===== src/rtl/ham_pkg.sv =====
// Shared Hamming(7,4) definitions for the receive framer
// and the future encoder.
package ham_pkg;

    localparam int CW_W     = 7;
    localparam int BITCNT_W = 3;

    localparam logic [BITCNT_W-1:0] LAST_BIT = BITCNT_W'(CW_W - 1);

    // Hamming position p maps to codeword bit p-1
    localparam int POS_P1 = 0;
    localparam int POS_P2 = 1;
    localparam int POS_D1 = 2;
    localparam int POS_P4 = 3;
    localparam int POS_D2 = 4;
    localparam int POS_D3 = 5;
    localparam int POS_D4 = 6;

    typedef enum logic {
        IDLE,
        SHIFT
    } framer_state_t;

endpackage


===== src/rtl/ham_rx_framer_if.sv =====
// Serial input and codeword output handshake bundle
// of the Hamming receive framer.
interface ham_rx_framer_if;

    logic                     serial_in;
    logic                     serial_valid;
    logic                     sof;
    logic [ham_pkg::CW_W-1:0] message;
    logic                     msg_valid;
    logic                     msg_ready;

    modport master (
        output serial_in,
        output serial_valid,
        output sof,
        output msg_ready,
        input  message,
        input  msg_valid
    );

    modport slave (
        input  serial_in,
        input  serial_valid,
        input  sof,
        input  msg_ready,
        output message,
        output msg_valid
    );

endinterface


===== src/rtl/sat_counter.sv =====
// Saturating event counter, cleared only by reset.
module sat_counter #(
    parameter int W = 8
) (
    input  logic         clock,
    input  logic         reset,
    input  logic         inc,
    output logic [W-1:0] count
);

    logic [W-1:0] count_q;

    always_ff @(posedge clock) begin
        if (reset) begin
            count_q <= '0;
        end else if (inc && (count_q != '1)) begin
            count_q <= count_q + W'(1);
        end
    end

    assign count = count_q;

endmodule


===== src/rtl/ham_rx_framer.sv =====
// Serial-to-parallel framer collecting one Hamming(7,4)
// codeword, LSB first, into a one-entry output register.
module ham_rx_framer
    import ham_pkg::*;
#(
    parameter int CNT_W = 8
) (
    input  logic             clock,
    input  logic             reset,
    ham_rx_framer_if.slave   bus,
    output logic             in_frame,
    output logic [CNT_W-1:0] abort_cnt,
    output logic [CNT_W-1:0] overrun_cnt
);

    framer_state_t       state_q;
    logic [BITCNT_W-1:0] bitcnt_q;
    logic [CW_W-1:0]     shreg_q;
    logic [CW_W-1:0]     msg_q;
    logic                msg_valid_q;

    logic            bit_ok;
    logic            abort_inc;
    logic            done;
    logic            load_ok;
    logic            overrun_inc;
    logic [CW_W-1:0] word_d;

    assign bit_ok      = bus.serial_valid && !bus.sof;
    assign abort_inc   = bus.serial_valid && bus.sof
                         && (state_q == SHIFT);
    assign done        = bit_ok && (state_q == SHIFT)
                         && (bitcnt_q == LAST_BIT);
    assign load_ok     = !msg_valid_q || bus.msg_ready;
    assign overrun_inc = done && !load_ok;
    assign word_d      = {bus.serial_in, shreg_q[CW_W-2:0]};

    always_ff @(posedge clock) begin
        if (reset) begin
            state_q     <= IDLE;
            bitcnt_q    <= '0;
            shreg_q     <= '0;
            msg_q       <= '0;
            msg_valid_q <= 1'b0;
        end else begin
            // A load in the same cycle overrides this drain below
            if (msg_valid_q && bus.msg_ready) begin
                msg_valid_q <= 1'b0;
            end
            unique case (state_q)
                IDLE: begin
                    if (bus.serial_valid && bus.sof) begin
                        shreg_q  <= {{(CW_W-1){1'b0}}, bus.serial_in};
                        bitcnt_q <= BITCNT_W'(1);
                        state_q  <= SHIFT;
                    end
                end
                SHIFT: begin
                    if (bus.serial_valid && bus.sof) begin
                        shreg_q  <= {{(CW_W-1){1'b0}}, bus.serial_in};
                        bitcnt_q <= BITCNT_W'(1);
                    end else if (bit_ok) begin
                        shreg_q[bitcnt_q] <= bus.serial_in;
                        if (bitcnt_q == LAST_BIT) begin
                            bitcnt_q <= '0;
                            state_q  <= IDLE;
                            if (load_ok) begin
                                msg_q       <= word_d;
                                msg_valid_q <= 1'b1;
                            end
                        end else begin
                            bitcnt_q <= bitcnt_q + BITCNT_W'(1);
                        end
                    end
                end
                default: state_q <= IDLE;
            endcase
        end
    end

    assign bus.message   = msg_q;
    assign bus.msg_valid = msg_valid_q;
    assign in_frame      = (state_q == SHIFT);

    sat_counter #(.W(CNT_W)) u_abort_cnt (
        .clock (clock),
        .reset (reset),
        .inc   (abort_inc),
        .count (abort_cnt)
    );

    sat_counter #(.W(CNT_W)) u_overrun_cnt (
        .clock (clock),
        .reset (reset),
        .inc   (overrun_inc),
        .count (overrun_cnt)
    );

endmodule


===== src/flat_wrapper.sv =====
// flat-port wrapper written by rule: the top's interface ports become plain ports
module ham_rx_framer_flat import ham_pkg::*;
#(
    parameter int CNT_W = 8
)
  (clock, reset, in_frame, abort_cnt, overrun_cnt, bus_serial_in, bus_serial_valid, bus_sof, bus_msg_ready, bus_message, bus_msg_valid);
  ham_rx_framer_if bus_i ();
  input  logic clock;
  input  logic reset;
  output logic in_frame;
  output logic [CNT_W-1:0] abort_cnt;
  output logic [CNT_W-1:0] overrun_cnt;
  input wire logic [$bits(bus_i.serial_in)-1:0] bus_serial_in;
  input wire logic [$bits(bus_i.serial_valid)-1:0] bus_serial_valid;
  input wire logic [$bits(bus_i.sof)-1:0] bus_sof;
  input wire logic [$bits(bus_i.msg_ready)-1:0] bus_msg_ready;
  output wire logic [$bits(bus_i.message)-1:0] bus_message;
  output wire logic [$bits(bus_i.msg_valid)-1:0] bus_msg_valid;
  assign bus_i.serial_in = bus_serial_in;
  assign bus_i.serial_valid = bus_serial_valid;
  assign bus_i.sof = bus_sof;
  assign bus_i.msg_ready = bus_msg_ready;
  assign bus_message = bus_i.message;
  assign bus_msg_valid = bus_i.msg_valid;
  ham_rx_framer #(.CNT_W(CNT_W)) u_core (.clock(clock), .reset(reset), .bus(bus_i), .in_frame(in_frame), .abort_cnt(abort_cnt), .overrun_cnt(overrun_cnt));
endmodule

===== config.mk =====
export PLATFORM = sky130hd
export DESIGN_NAME = ham_rx_framer_flat
export DESIGN_NICKNAME = d
export VERILOG_FILES = /design/src/rtl/ham_pkg.sv /design/src/rtl/ham_rx_framer_if.sv /design/src/rtl/sat_counter.sv /design/src/rtl/ham_rx_framer.sv /design/src/flat_wrapper.sv
export SDC_FILE = /design/constraint.sdc
export NUM_CORES = 1
export LEC_CHECK = 0
export ABC_AREA = 1
export BUFFER_PORTS_ARGS = -buffer_cell sky130_fd_sc_hd__clkbuf_2
export CORE_UTILIZATION = 55
export DETAILED_ROUTE_END_ITERATION = 10
export PLACE_DENSITY = 0.76
export RECOVER_POWER = 100
export SLEW_MARGIN = 40
export SYNTH_ARGS = -nofsm -noshare
export SYNTH_HDL_FRONTEND = slang
export SYNTH_SLANG_ARGS = --single-unit

===== constraint.sdc =====
create_clock -name clock -period 2.2 [get_ports clock]
set_input_delay 0.22 -clock clock [delete_from_list [all_inputs] [get_ports clock]]
set_output_delay 0.22 -clock clock [all_outputs]
set_load 0.005 [all_outputs]

======== After elaboration in Yosys (flattened, before gate mapping) ========
Index checks and enable logic that the tools add are counted.
operators by class
  add/subtract/negate cells ............... 3
  order comparisons ....................... 2
  bitwise operators ....................... 2
  equality and inequality tests ........... 5
  reductions and logical operators ........ 16
  mux-type cells .......................... 23
operators by type and width
  kind                   number
  $mux W7                3
  $add A8 B1 Y8 const B  2
  $ne A8 B8 Y1 const B   2
  $pmux W7 S2            1
  $mux W3                4
  $mux W1                11
  $logic_and A1 B1 Y1    10
  $bwmux W7              1
  $pmux W3 S2            1
  $reduce_and A5 Y1      1
  $lt A3 B4 Y1 const B   1
  $add A3 B1 Y3 const B  1
  $demux W1 S3           1
  $eq A3 B3 Y1 const B   1
  $ge A3 B1 Y1 const B   1
  $logic_not A1 Y1       3
  $ne A3 B3 Y1 const B   1
  $ne A2 B1 Y1 const B   1
  $not A1 Y1             2
  $pmux W1 S2            1
  $reduce_and A2 Y1      1
  $logic_or A1 B1 Y1     1
word-level totals
  logic and storage cells ................. 58
  register bits after elaboration ......... 35
  bits of input ports ..................... 6

======== Depth between registers and ports, before layout ========
  word-level depth ........................ 8
  depth in mapped cells ................... 8
  mapped depth without buffers ............ 8

======== Cells and area by module ========
From an unflattened synthesis, not the netlist that was laid out.
second synthesis, totals
  cell total of the unflattened synthesis .. 294
  area total of the unflattened synthesis .. 1,858.0 sq um
by module, submodules not included
  module         times used  cells an instance  area an instance (sq um)
  sat_counter    2           77                 484.2
  ham_rx_framer  1           140                889.6

======== Worst setup path before layout ========
Ideal clock, no wire load.
  kind .................................... reg2reg
  from .................................... reg u_core.u_abort_cnt.count_q[0], in the netlist u_core.u_abort_cnt.count[0]
  to ...................................... reg u_core.u_abort_cnt.count_q[4], in the netlist u_core.u_abort_cnt.count[4]
  data arrival time ....................... 1.138 ns
  setup time .............................. 0.132 ns
  setup slack ............................. 0.930 ns
  data required time ...................... 2.068 ns
  cell stages (with the launch flop) ...... 9
  cells stage by stage .................... dfxtp_1 -> ha_1 -> inv_1 -> nor2_1 -> nand2_1 -> nand2_2 -> inv_2 -> nand2_1 -> a21oi_1
on the way
  word-level cells in the longest chain between the ends .. 2
  elaborated cells on any way between the ends .. 3
  those cells by class .................... add/sub (1); eq/ne (1); reduce/logical (1)
RTL lines
  item                                                                   line               source
  start: declaration                                                     sat_counter.sv:11  logic [W-1:0] count_q;
  start signal: assignment                                               sat_counter.sv:17  count_q <= count_q + W'(1);
  parallel branches: the longest is 2 deep, another holds $add A8 B1 Y8  n/a
Several ways; the timed one is not identified.
A chain may end at the register's enable or synchronous reset.

======== Final worst setup path ========
  from .................................... reg u_core.state_q, in the netlist u_core.in_frame
  to ...................................... reg u_core.u_overrun_cnt.count_q[7], in the netlist u_core.u_overrun_cnt.count[7]
on the way
  word-level cells in the longest chain between the ends .. 4
RTL lines
  item                      line                 source
  start: declaration        ham_rx_framer.sv:16  framer_state_t state_q;
  start signal: assignment  ham_rx_framer.sv:40  state_q <= IDLE;
  start signal: assignment  ham_rx_framer.sv:55  state_q <= SHIFT;
  start signal: assignment  ham_rx_framer.sv:66  state_q <= IDLE;
  $logic_and A1 B1 Y1       ham_rx_framer.sv:32  assign done = bit_ok && (state_q == SHIFT)
  $logic_and A1 B1 Y1       ham_rx_framer.sv:33  && (bitcnt_q == LAST_BIT);
  $logic_and A1 B1 Y1       ham_rx_framer.sv:35  assign overrun_inc = done && !load_ok;
  $logic_and A1 B1 Y1       sat_counter.sv:16    end else if (inc && (count_q != '1)) begin
  end signal: assignment    sat_counter.sv:17
  end: declaration          sat_counter.sv:11
Every way passes these cells.

==> metrics <==
hpwl dp 2602 microns; first-pass GRT wire length 6306 microns; Syn Area/Cell 6.782 sq um; floorplan row count 20; fmax 615.2 MHz; Syn-to-layout area delta 11.13%; Pwr Density 551.5 mW/mm^2; post-synthesis instance area about 0.0017 sq mm; Slew Viols, Final 0; initial antenna violation count 0; iteration-0 DRC count of the detailed router 128; Sum Neg Setup Slack 0 ns; die area 0.003398 sq mm; clock latency on the worst-skew pair 0.35 ns; fin nets between 200 and 300; R2R setup slack 0.57 ns; Post-synth EDFFs 0; total track usage between 20% and 30%; Synth Instances about 260; Post-CTS Hold Fix Bufs 0; Worst Setup Path Type reg2reg; register area share after synthesis between 30% and 40%; Post-Layout Cell Count 332; Synthesized Nets ~270; Critical Path Source Type flop; GPL Wtd Cong 0.9288; TritonCTS buffer count 5; vias in the first global route 1495; DR WL/cell 10.85 microns; CTS max path bufs 2; port bufs 30; Die Y 58.30 microns; Setup Buffers After CTS 0; endpoints failing hold 0; root buf cell clkbuf_4; Post-DRT Antenna Nets 0; global route total overflow 0; flops & latches, synth 34; Most used DFF post-synth dfxtp_1; most frequent cells in the layout nand2_1 (77), dfxtp_1 (34), nor2_1 (29); fraction of layout cells with a size suffix above 1 12.85%; worst setup margin approximately 0.57 ns; H-tree levels 2; Synth Warn # 0; DP Cell Count 324; ys async rst share 0%; DR vias/cell 5.151; Slew headroom 63.28%; area of the core ~0.003 sq mm; min Tclk post-route 1.626 ns; Pre-Repair DR Iteration Count 4; Max-Cap Viols 0; WL final 3602 microns; Data required, critical path roughly 2.5 ns; final setup violation count 0; # DRC 0; DR vias between 1500 and 2000; CTS tree built; unique cell type count in the Yosys netlist 29; Slew @ Worst Pin about 0.55 ns; status complete, no violations; total power around 1.1 mW; Setup Slack @ Placement 0.7887 ns; largest net degree at the start of global routing 28; Tcrit/Tclk final 73.89%; top-level I/O count 31; CTS Sinks 34; Die Span X 58.30 microns; Peak supply drop 409.7 uV; final core utilization around 64%; CP arrival 1.91 ns; clk slew on worst S/H paths between 0.1 and 0.15 ns; RSZ-0062 raised after global routing false; clk_skew 0.009640 ns; Initial Utilization between 50 and 60%; ant diodes 0; Lkg Pwr 0.7812 nW; most common cell after layout, fill and taps aside nand2_1; PostCTS Resize Cnt 0; crit-path max FO 6; CP endpoint kind flop; Hold Path Class in2reg
metal layers:
metal / GRT usage, % / share of wire [%] / vias to the layer above
li1: - / - / 890
met4: 9.184 / 1.6 / 0
met1: 30.69 / 48 / 780
met2: 38.42 / 46 / 33
met3: 8.132 / 4.5 / 7
met5: 0 / 0 / -
power breakdown:
part / leakage (nW) / internal, mW / switching (mW) / total, mW
combinational: 0.472 / 0.0174 / 0.0401 / 0.0575
sequential: 0.275 / 0.623 / 0.00911 / 0.633
clock: 0.0343 / 0.153 / 0.225 / 0.378
total: 0.781 / 0.794 / 0.274 / 1.07
final timing paths:
| check | startpoint | to | depth (start not counted) |
|---|---|---|---|
| max reg2reg | u_core.in_frame | u_core.u_overrun_cnt.count[7] | 6 |
| min | bus_serial_in | u_core.bus.message[6] | 3 |
| max | u_core.in_frame | u_core.u_overrun_cnt.count[7] | 6 |
| min reg2reg | u_core.bus.message[6] | u_core.bus.message[6] | 2 |
worst max-delay path: stages, from the launching register on:
cell and delay (ns):
dfxtp_1 0.44, nand2_1 0.20, nor2_1 0.30, nand3_1 0.15
nor2_1 0.26, nand2_1 0.09, a21oi_1 0.12
area by class of cell:
| class | count | area (sq um) |
|---|---|---|
| fill | 296 | 1091 |
| multi-input combinational | 191 | 902.1 |
| sequential | 34 | 680.7 |
| timing repair buffer | 30 | 141.4 |
| inverter | 25 | 93.84 |
| tap | 44 | 55.05 |
| clock buffer | 6 | 51.30 |
| clock inverter | 2 | 12.51 |
logic make-up after synthesis:
logic type	count (synthesis)	share of synthesized area, %
and+or+nand+nor	147	38.55
buffers and inverters	32	7.466
DFF	34	39.05
adders and majority gates	2	1.436
xor gates and xnor gates	4	2.010
AOI/OAI and AO/OA	38	11.49
sequential cells by signal, summed over array words and instances (netlist names):
register                    count
u_core.bus.msg_valid            1
u_core.shreg_q                  6
u_core.bus.message              7
u_core.in_frame                 1
u_core.u_overrun_cnt.count      8
u_core.bitcnt_q                 3
u_core.u_abort_cnt.count        8
through the flow:
| stage | hold slack, ns | area [sq um] |
|---|---|---|
| after detailed placement | 0.4523 | 1912 |
| after global placement | 0.4529 | 1912 |
| after global routing | 0.1418 | 1937 |
| after CTS | 0.1513 | 1976 |
| after floorplan | 0.3844 | 1743 |
| final | 0.1522 | 1937 |
Yosys cell counts, types with 4 or more instances:
library cell,count,share of area (%)
nand2_1,74,16
dfxtp_1,34,39
a21oi_1,26,7.5
nor2_1,26,5.6
nand3_1,25,7.2
inv_1,22,4.7
o21ai_0,6,1.7
nor2_4,4,2.6
nor3_1,4,1.1
No activity file was read; power rests on OpenSTA's default activity.
